--- config.mk ---
export PLATFORM = sky130hd
export DESIGN_NAME = dmem_arbiter
export DESIGN_NICKNAME = d
export VERILOG_FILES = /design/src/rtl/dmem_arbiter_pkg.sv /design/src/rtl/dmem_arbiter_rr_arb2.sv /design/src/rtl/dmem_arbiter.sv
export SDC_FILE = /design/constraint.sdc
export NUM_CORES = 1
export LEC_CHECK = 0
export CAP_MARGIN = 20
export CORE_UTILIZATION = 44
export CTS_CLUSTER_SIZE = 24
export DETAILED_ROUTE_END_ITERATION = 12
export GPL_ROUTABILITY_DRIVEN = 0
export PLACE_DENSITY = 0.88
export SKIP_LAST_GASP = 1
export SYNTH_ARGS = -nofsm -noshare
export SYNTH_HDL_FRONTEND = slang
export SYNTH_SLANG_ARGS = --single-unit
--- constraint.sdc ---
create_clock -name clk -period 5.52 [get_ports clk]
set_clock_uncertainty 0.2 [all_clocks]
set_input_delay 0.828 -clock clk [delete_from_list [all_inputs] [get_ports clk]]
set_output_delay 0.828 -clock clk [all_outputs]
set_load 0.02 [all_outputs]
--- src/rtl/dmem_arbiter_pkg.sv ---
// Shared types and constants for the data-memory arbiter: FSM state codes and port indices.
package dmem_arbiter_pkg;

    localparam int STATE_W = 2;

    typedef enum logic [STATE_W-1:0] {
        ST_IDLE   = 2'd0,
        ST_ACCESS = 2'd1,
        ST_WAIT   = 2'd2
    } darb_state_t;

    localparam logic PORT_CORE = 1'b0;
    localparam logic PORT_DBG  = 1'b1;

    // Read-latency countdown is 3 bits wide, enough for latencies 1..7.
    localparam int CNT_W = 3;

endpackage

--- src/rtl/dmem_arbiter_rr_arb2.sv ---
// Two-way round-robin pick: a lone requester wins; on contention the port not granted last wins.
module rr_arb2
    import dmem_arbiter_pkg::*;
(
    input  logic [1:0] req,
    input  logic       last,
    output logic       gnt_idx,
    output logic       valid
);

    always_comb begin
        valid   = |req;
        gnt_idx = PORT_CORE;
        case (req)
            2'b01:   gnt_idx = PORT_CORE;
            2'b10:   gnt_idx = PORT_DBG;
            2'b11:   gnt_idx = ~last;
            default: gnt_idx = PORT_CORE;
        endcase
    end

endmodule

--- src/rtl/dmem_arbiter.sv ---
// Shares a single-port data memory between the core (port 0) and the debug loader (port 1),
// one access in flight, with round-robin arbitration and fixed read-latency tracking.
module dmem_arbiter
    import dmem_arbiter_pkg::*;
#(
    parameter int N          = 32,
    parameter int ACC_W      = 3,
    parameter int RD_LATENCY = 1
) (
    input  logic             clk,
    input  logic             rstb,
    input  logic             req0,
    input  logic             req1,
    input  logic             we0,
    input  logic             we1,
    input  logic [N-1:0]     addr0,
    input  logic [N-1:0]     addr1,
    input  logic [N-1:0]     wdata0,
    input  logic [N-1:0]     wdata1,
    input  logic [ACC_W-1:0] acc0,
    input  logic [ACC_W-1:0] acc1,
    output logic             gnt0,
    output logic             gnt1,
    output logic             done0,
    output logic             done1,
    output logic [N-1:0]     rdata0,
    output logic [N-1:0]     rdata1,
    output logic             mem_rd_ena,
    output logic             mem_wr_ena,
    output logic [N-1:0]     mem_addr,
    output logic [N-1:0]     mem_wr_data,
    output logic [ACC_W-1:0] mem_access,
    input  logic [N-1:0]     mem_rd_data
);

    localparam logic [CNT_W-1:0] CNT_INIT = CNT_W'(RD_LATENCY - 1);

    darb_state_t       r_state;
    darb_state_t       w_next_state;

    logic              w_arb_idx;
    logic              w_arb_valid;

    logic              r_owner;
    logic              r_last;
    logic              r_we;
    logic [CNT_W-1:0]  r_cnt;
    logic              r_done0;
    logic              r_done1;
    logic [N-1:0]      r_rdata0;
    logic [N-1:0]      r_rdata1;
    logic [N-1:0]      r_addr;
    logic [N-1:0]      r_wdata;
    logic [ACC_W-1:0]  r_acc;

    logic              w_take;

    rr_arb2 u_rr_arb2 (
        .req     ({req1, req0}),
        .last    (r_last),
        .gnt_idx (w_arb_idx),
        .valid   (w_arb_valid)
    );

    assign w_take = (r_state == ST_IDLE) && w_arb_valid;

    always_ff @(posedge clk or negedge rstb) begin
        if (!rstb) begin
            r_state <= ST_IDLE;
        end else begin
            r_state <= w_next_state;
        end
    end

    always_comb begin
        w_next_state = r_state;
        case (r_state)
            ST_IDLE:   if (w_arb_valid) w_next_state = ST_ACCESS;
            ST_ACCESS: w_next_state = r_we ? ST_IDLE : ST_WAIT;
            ST_WAIT:   if (r_cnt == '0) w_next_state = ST_IDLE;
            default:   w_next_state = ST_IDLE;
        endcase
    end

    // Control registers: ownership, fairness, latency countdown, done pulses and returned data.
    always_ff @(posedge clk or negedge rstb) begin
        if (!rstb) begin
            r_owner  <= PORT_CORE;
            r_last   <= PORT_DBG;
            r_we     <= 1'b0;
            r_cnt    <= '0;
            r_done0  <= 1'b0;
            r_done1  <= 1'b0;
            r_rdata0 <= '0;
            r_rdata1 <= '0;
        end else begin
            r_done0 <= 1'b0;
            r_done1 <= 1'b0;
            case (r_state)
                ST_IDLE: begin
                    if (w_arb_valid) begin
                        r_owner <= w_arb_idx;
                        r_last  <= w_arb_idx;
                        r_we    <= w_arb_idx ? we1 : we0;
                    end
                end
                ST_ACCESS: begin
                    if (r_we) begin
                        r_done0 <= (r_owner == PORT_CORE);
                        r_done1 <= (r_owner == PORT_DBG);
                    end else begin
                        r_cnt <= CNT_INIT;
                    end
                end
                ST_WAIT: begin
                    if (r_cnt != '0) begin
                        r_cnt <= r_cnt - 1'b1;
                    end else if (r_owner == PORT_CORE) begin
                        r_done0  <= 1'b1;
                        r_rdata0 <= mem_rd_data;
                    end else begin
                        r_done1  <= 1'b1;
                        r_rdata1 <= mem_rd_data;
                    end
                end
                default: ;
            endcase
        end
    end

    // Latched command fields; only ever observed after a grant has loaded them.
    always_ff @(posedge clk) begin
        if (w_take) begin
            r_addr  <= w_arb_idx ? addr1  : addr0;
            r_wdata <= w_arb_idx ? wdata1 : wdata0;
            r_acc   <= w_arb_idx ? acc1   : acc0;
        end
    end

    always_comb begin
        gnt0        = 1'b0;
        gnt1        = 1'b0;
        mem_rd_ena  = 1'b0;
        mem_wr_ena  = 1'b0;
        mem_addr    = '0;
        mem_wr_data = '0;
        mem_access  = '0;
        case (r_state)
            ST_ACCESS: begin
                gnt0        = (r_owner == PORT_CORE);
                gnt1        = (r_owner == PORT_DBG);
                mem_wr_ena  = r_we;
                mem_rd_ena  = ~r_we;
                mem_addr    = r_addr;
                mem_wr_data = r_wdata;
                mem_access  = r_acc;
            end
            ST_WAIT: begin
                mem_addr    = r_addr;
                mem_wr_data = r_wdata;
                mem_access  = r_acc;
            end
            default: ;
        endcase
    end

    assign done0  = r_done0;
    assign done1  = r_done1;
    assign rdata0 = r_rdata0;
    assign rdata1 = r_rdata1;

endmodule

==> impl_metrics.env <==
export IMPL_synthesis_nets=589
export IMPL_setup_tns_ps=0
export IMPL_place_port_buffers=308
export IMPL_tightest_slew_ps=1020
export IMPL_cts_setup_buffers=0
export IMPL_maxSlewViolCount=0
export IMPL_cp_end_kind="primary output"
export IMPL_ir_worst_vdd_v=0.000361
export IMPL_avgSynthCellArea_sq_um=15.2
export IMPL_rsz0062_at_grt="false"
export IMPL_final_cell_area_sq_mm=0.0100
export IMPL_ant_nets=0
export IMPL_slew_limit_headroom_pct=31.9
export IMPL_grt_pass1_vias=4912
export IMPL_cts_buffers=17
export IMPL_grt_max_degree=75
export IMPL_firstDrtPassIters=5
export IMPL_cts_sinks=141
export IMPL_crit_arrival_ps=2790
export IMPL_mostFrequentLayoutCell="clkdlybuf4s50_1"
export IMPL_cts_tree="done"
export IMPL_die_h_um=121
export IMPL_rows=43
export IMPL_syn_to_final_growth_pct=60.1
export IMPL_htreeDepth=4
export IMPL_synth_xor_area_share_pct=0
export IMPL_cp_max_fo=46
export IMPL_crit_chain="inv_1 > ha_1 > buf_4 > and2_1 > clkdlybuf4s50_1"
export IMPL_ioPinCount=309
export IMPL_r2r_slack_ps=2760
export IMPL_vias=4578
export IMPL_drt_initial_drc_count=197
export IMPL_hpwlAfterDp_um=12700
export IMPL_synth_compound_area_share_pct=2.00
export IMPL_mostFrequentLayoutCells="clkdlybuf4s50_1 (307), mux2_2 (90), dfrtp_1 (73), and2_1 (69), edfxtp_1 (67)"
export IMPL_antenna_cells=0
export IMPL_setup_worst_path_class="flip-flop to primary output"
export IMPL_wl_um=17100
export IMPL_synth_top_family_by_area="multiplexers"
export IMPL_via_per_inst=5.02
export IMPL_max_freq_ghz=0.262
export IMPL_finalSetupViolations=0
export IMPL_initial_core_util_pct=45.1
export IMPL_powerDensity_mw_per_mm2=598
export IMPL_cts_buffer_depth=2
export IMPL_period_share_pct=69.2
export IMPL_cts_resized=0
export IMPL_muxShareOfSynthArea_pct=24.1
export IMPL_min_period_ps=3820
export IMPL_drt_drc_violations_left=0
export IMPL_core_sq_mm=0.0139
export IMPL_final_nets=898
export IMPL_die_w_um=121
export IMPL_root_buffer="clkbuf_16"
export IMPL_r2r_start="r_cnt[0]$_DFFE_PN0P_"
export IMPL_drv_cap=0
export IMPL_slowest_delay_ps=650
export IMPL_outcome="completed"
export IMPL_hp_class="flip-flop to flip-flop"
export IMPL_crit_slowest_cell="ha_1"
export IMPL_worstHoldStart="rdata0[17]$_DFFE_PN0P_"
export IMPL_ys_types=32
export IMPL_placed_area_sq_mm=0.00945
export IMPL_path_clk_slew_ps=50
export IMPL_required_ps=4490
export IMPL_layout_drive_gt1_share_pct=17.8
export IMPL_start_kind="flip-flop"
export IMPL_cts_hold_buf=0
export IMPL_synth_simple_gate_area_share_pct=8.42
export IMPL_die_area_sq_mm=0.0147
export IMPL_finalHoldViolCount=0
export IMPL_syn_inst=412
export IMPL_netlist_area_sq_mm=0.00625
export IMPL_antenna_found_initial=0
export IMPL_insertion_delay_ps=410
export IMPL_wl_per_cell_um=18.7
export IMPL_grt_overflow=0
export IMPL_synthAdderAreaFrac_pct=1.00
export IMPL_ys_seq_area_share_pct=61.8
export IMPL_critical_path_startpoint="r_state[1]$_DFFE_PN0P_"
export IMPL_grtUsageTotal_pct=23.7
export IMPL_ys_ff_latch=141
export IMPL_p_leak_uw=0.00385
export IMPL_grt_pass1_wl_um=25800
export IMPL_synth_warnings=0
-- per-stage QoR --
step / power [uW] / util (%) / std cells / setup WS (ps) / hold WS [ps]
2_1_floorplan: 3400 / - / 412 / 2600 / 282
3_3_place_gp: 4850 / 68.1 / 882 / 2150 / 273
3_5_place_dp: 4930 / 68.1 / 882 / 2080 / 281
4_1_cts: 6050 / 72.1 / 912 / 1630 / 293
5_1_grt: 6280 / 72.1 / 912 / 1450 / 302
6_report: 5990 / 72.1 / 912 / 1700 / 287
-- per-layer routing --
metal,routed length [um],share of wire (%),up-vias,track usage (%)
met3,1270,7.4,42,6.77
met2,8950,52,229,42.4
met5,0,0,-,0
met1,6240,37,2216,25.7
li1,-,-,2091,-
met4,590,3.5,0,11.2
-- cells in the mapped netlist, drive strengths merged --
cell    instances  area, sq um
clkbuf          7         26.3
dfstp           1         26.3
o21ai           4         20.0
nand3           2         15.0
a32oi           1         8.76
nor3            1         5.00
nor3b           1         7.51
o211ai          1         7.51
mux2i           2         20.0
o22ai           1         6.26
a31oi           1         6.26
nor2            5         18.8
inv             8         30.0
ha              5         62.6
and3            1         6.26
edfxtp         67         2010
buf            15          113
dfrtp          73         1830
mux2          132         1490
a22o            2         17.5
nand2           1         3.75
nand3b          1         20.0
and2           69          432
a211oi          1         7.51
a21boi          1         18.8
a21oi           5         25.0
nor2b           3         18.8
a22oi           1         7.51
-- cells by family after synthesis --
kind of cell             after synthesis
flip-flops                           141
multiplexers                         134
AND/OR/NAND/NOR                       84
buffers and inverters                 30
AO/OA/AOI/OAI                         18
adder cells (fa/ha/maj)                5
-- final cells by class --
cell class                 instances  area (sq um)
sequential                       141          3860
clock buffer                      20           478
multi-input combinational        241          2220
fill                             881          3870
timing repair buffer             312          3110
inverter                           8          30.0
clock inverter                    10          87.6
tap                              180           225
-- critical path: cells and delay by family, from the launching register on --
kind | cells | cell delay (ps)
adder cells (fa/ha/maj) | 1 | 650
buffers and inverters | 3 | 1160
flip-flops | 1 | 380
AND/OR/NAND/NOR | 1 | 190
-- final timing paths --
kind                                     endpoint  cells past startpoint
setup / recovery                     mem_addr[31]                      5
hold / removal             rdata0[17]$_DFFE_PN0P_                      1
setup reg to reg            rdata1[5]$_DFFE_PN0P_                      5
hold reg to reg            rdata0[17]$_DFFE_PN0P_                      1
max in group asynchronous  r_state[0]$_DFFE_PN0P_                      2
min in group asynchronous  rdata0[21]$_DFFE_PN0P_                      2
-- flip-flops by register name (all words and copies together) (netlist names) --
register	flops
done1	1
r_owner	1
r_state	2
r_we	1
r_addr	32
r_wdata	32
r_last	1
rdata0	32
done0	1
r_acc	3
rdata1	32
r_cnt	3
-- report_power, final --
group          internal (uW)  switching (uW)
Clock                    664             422
Combinational           1520            1560
Sequential              1630             201
Power figures use the tool's default switching activity.
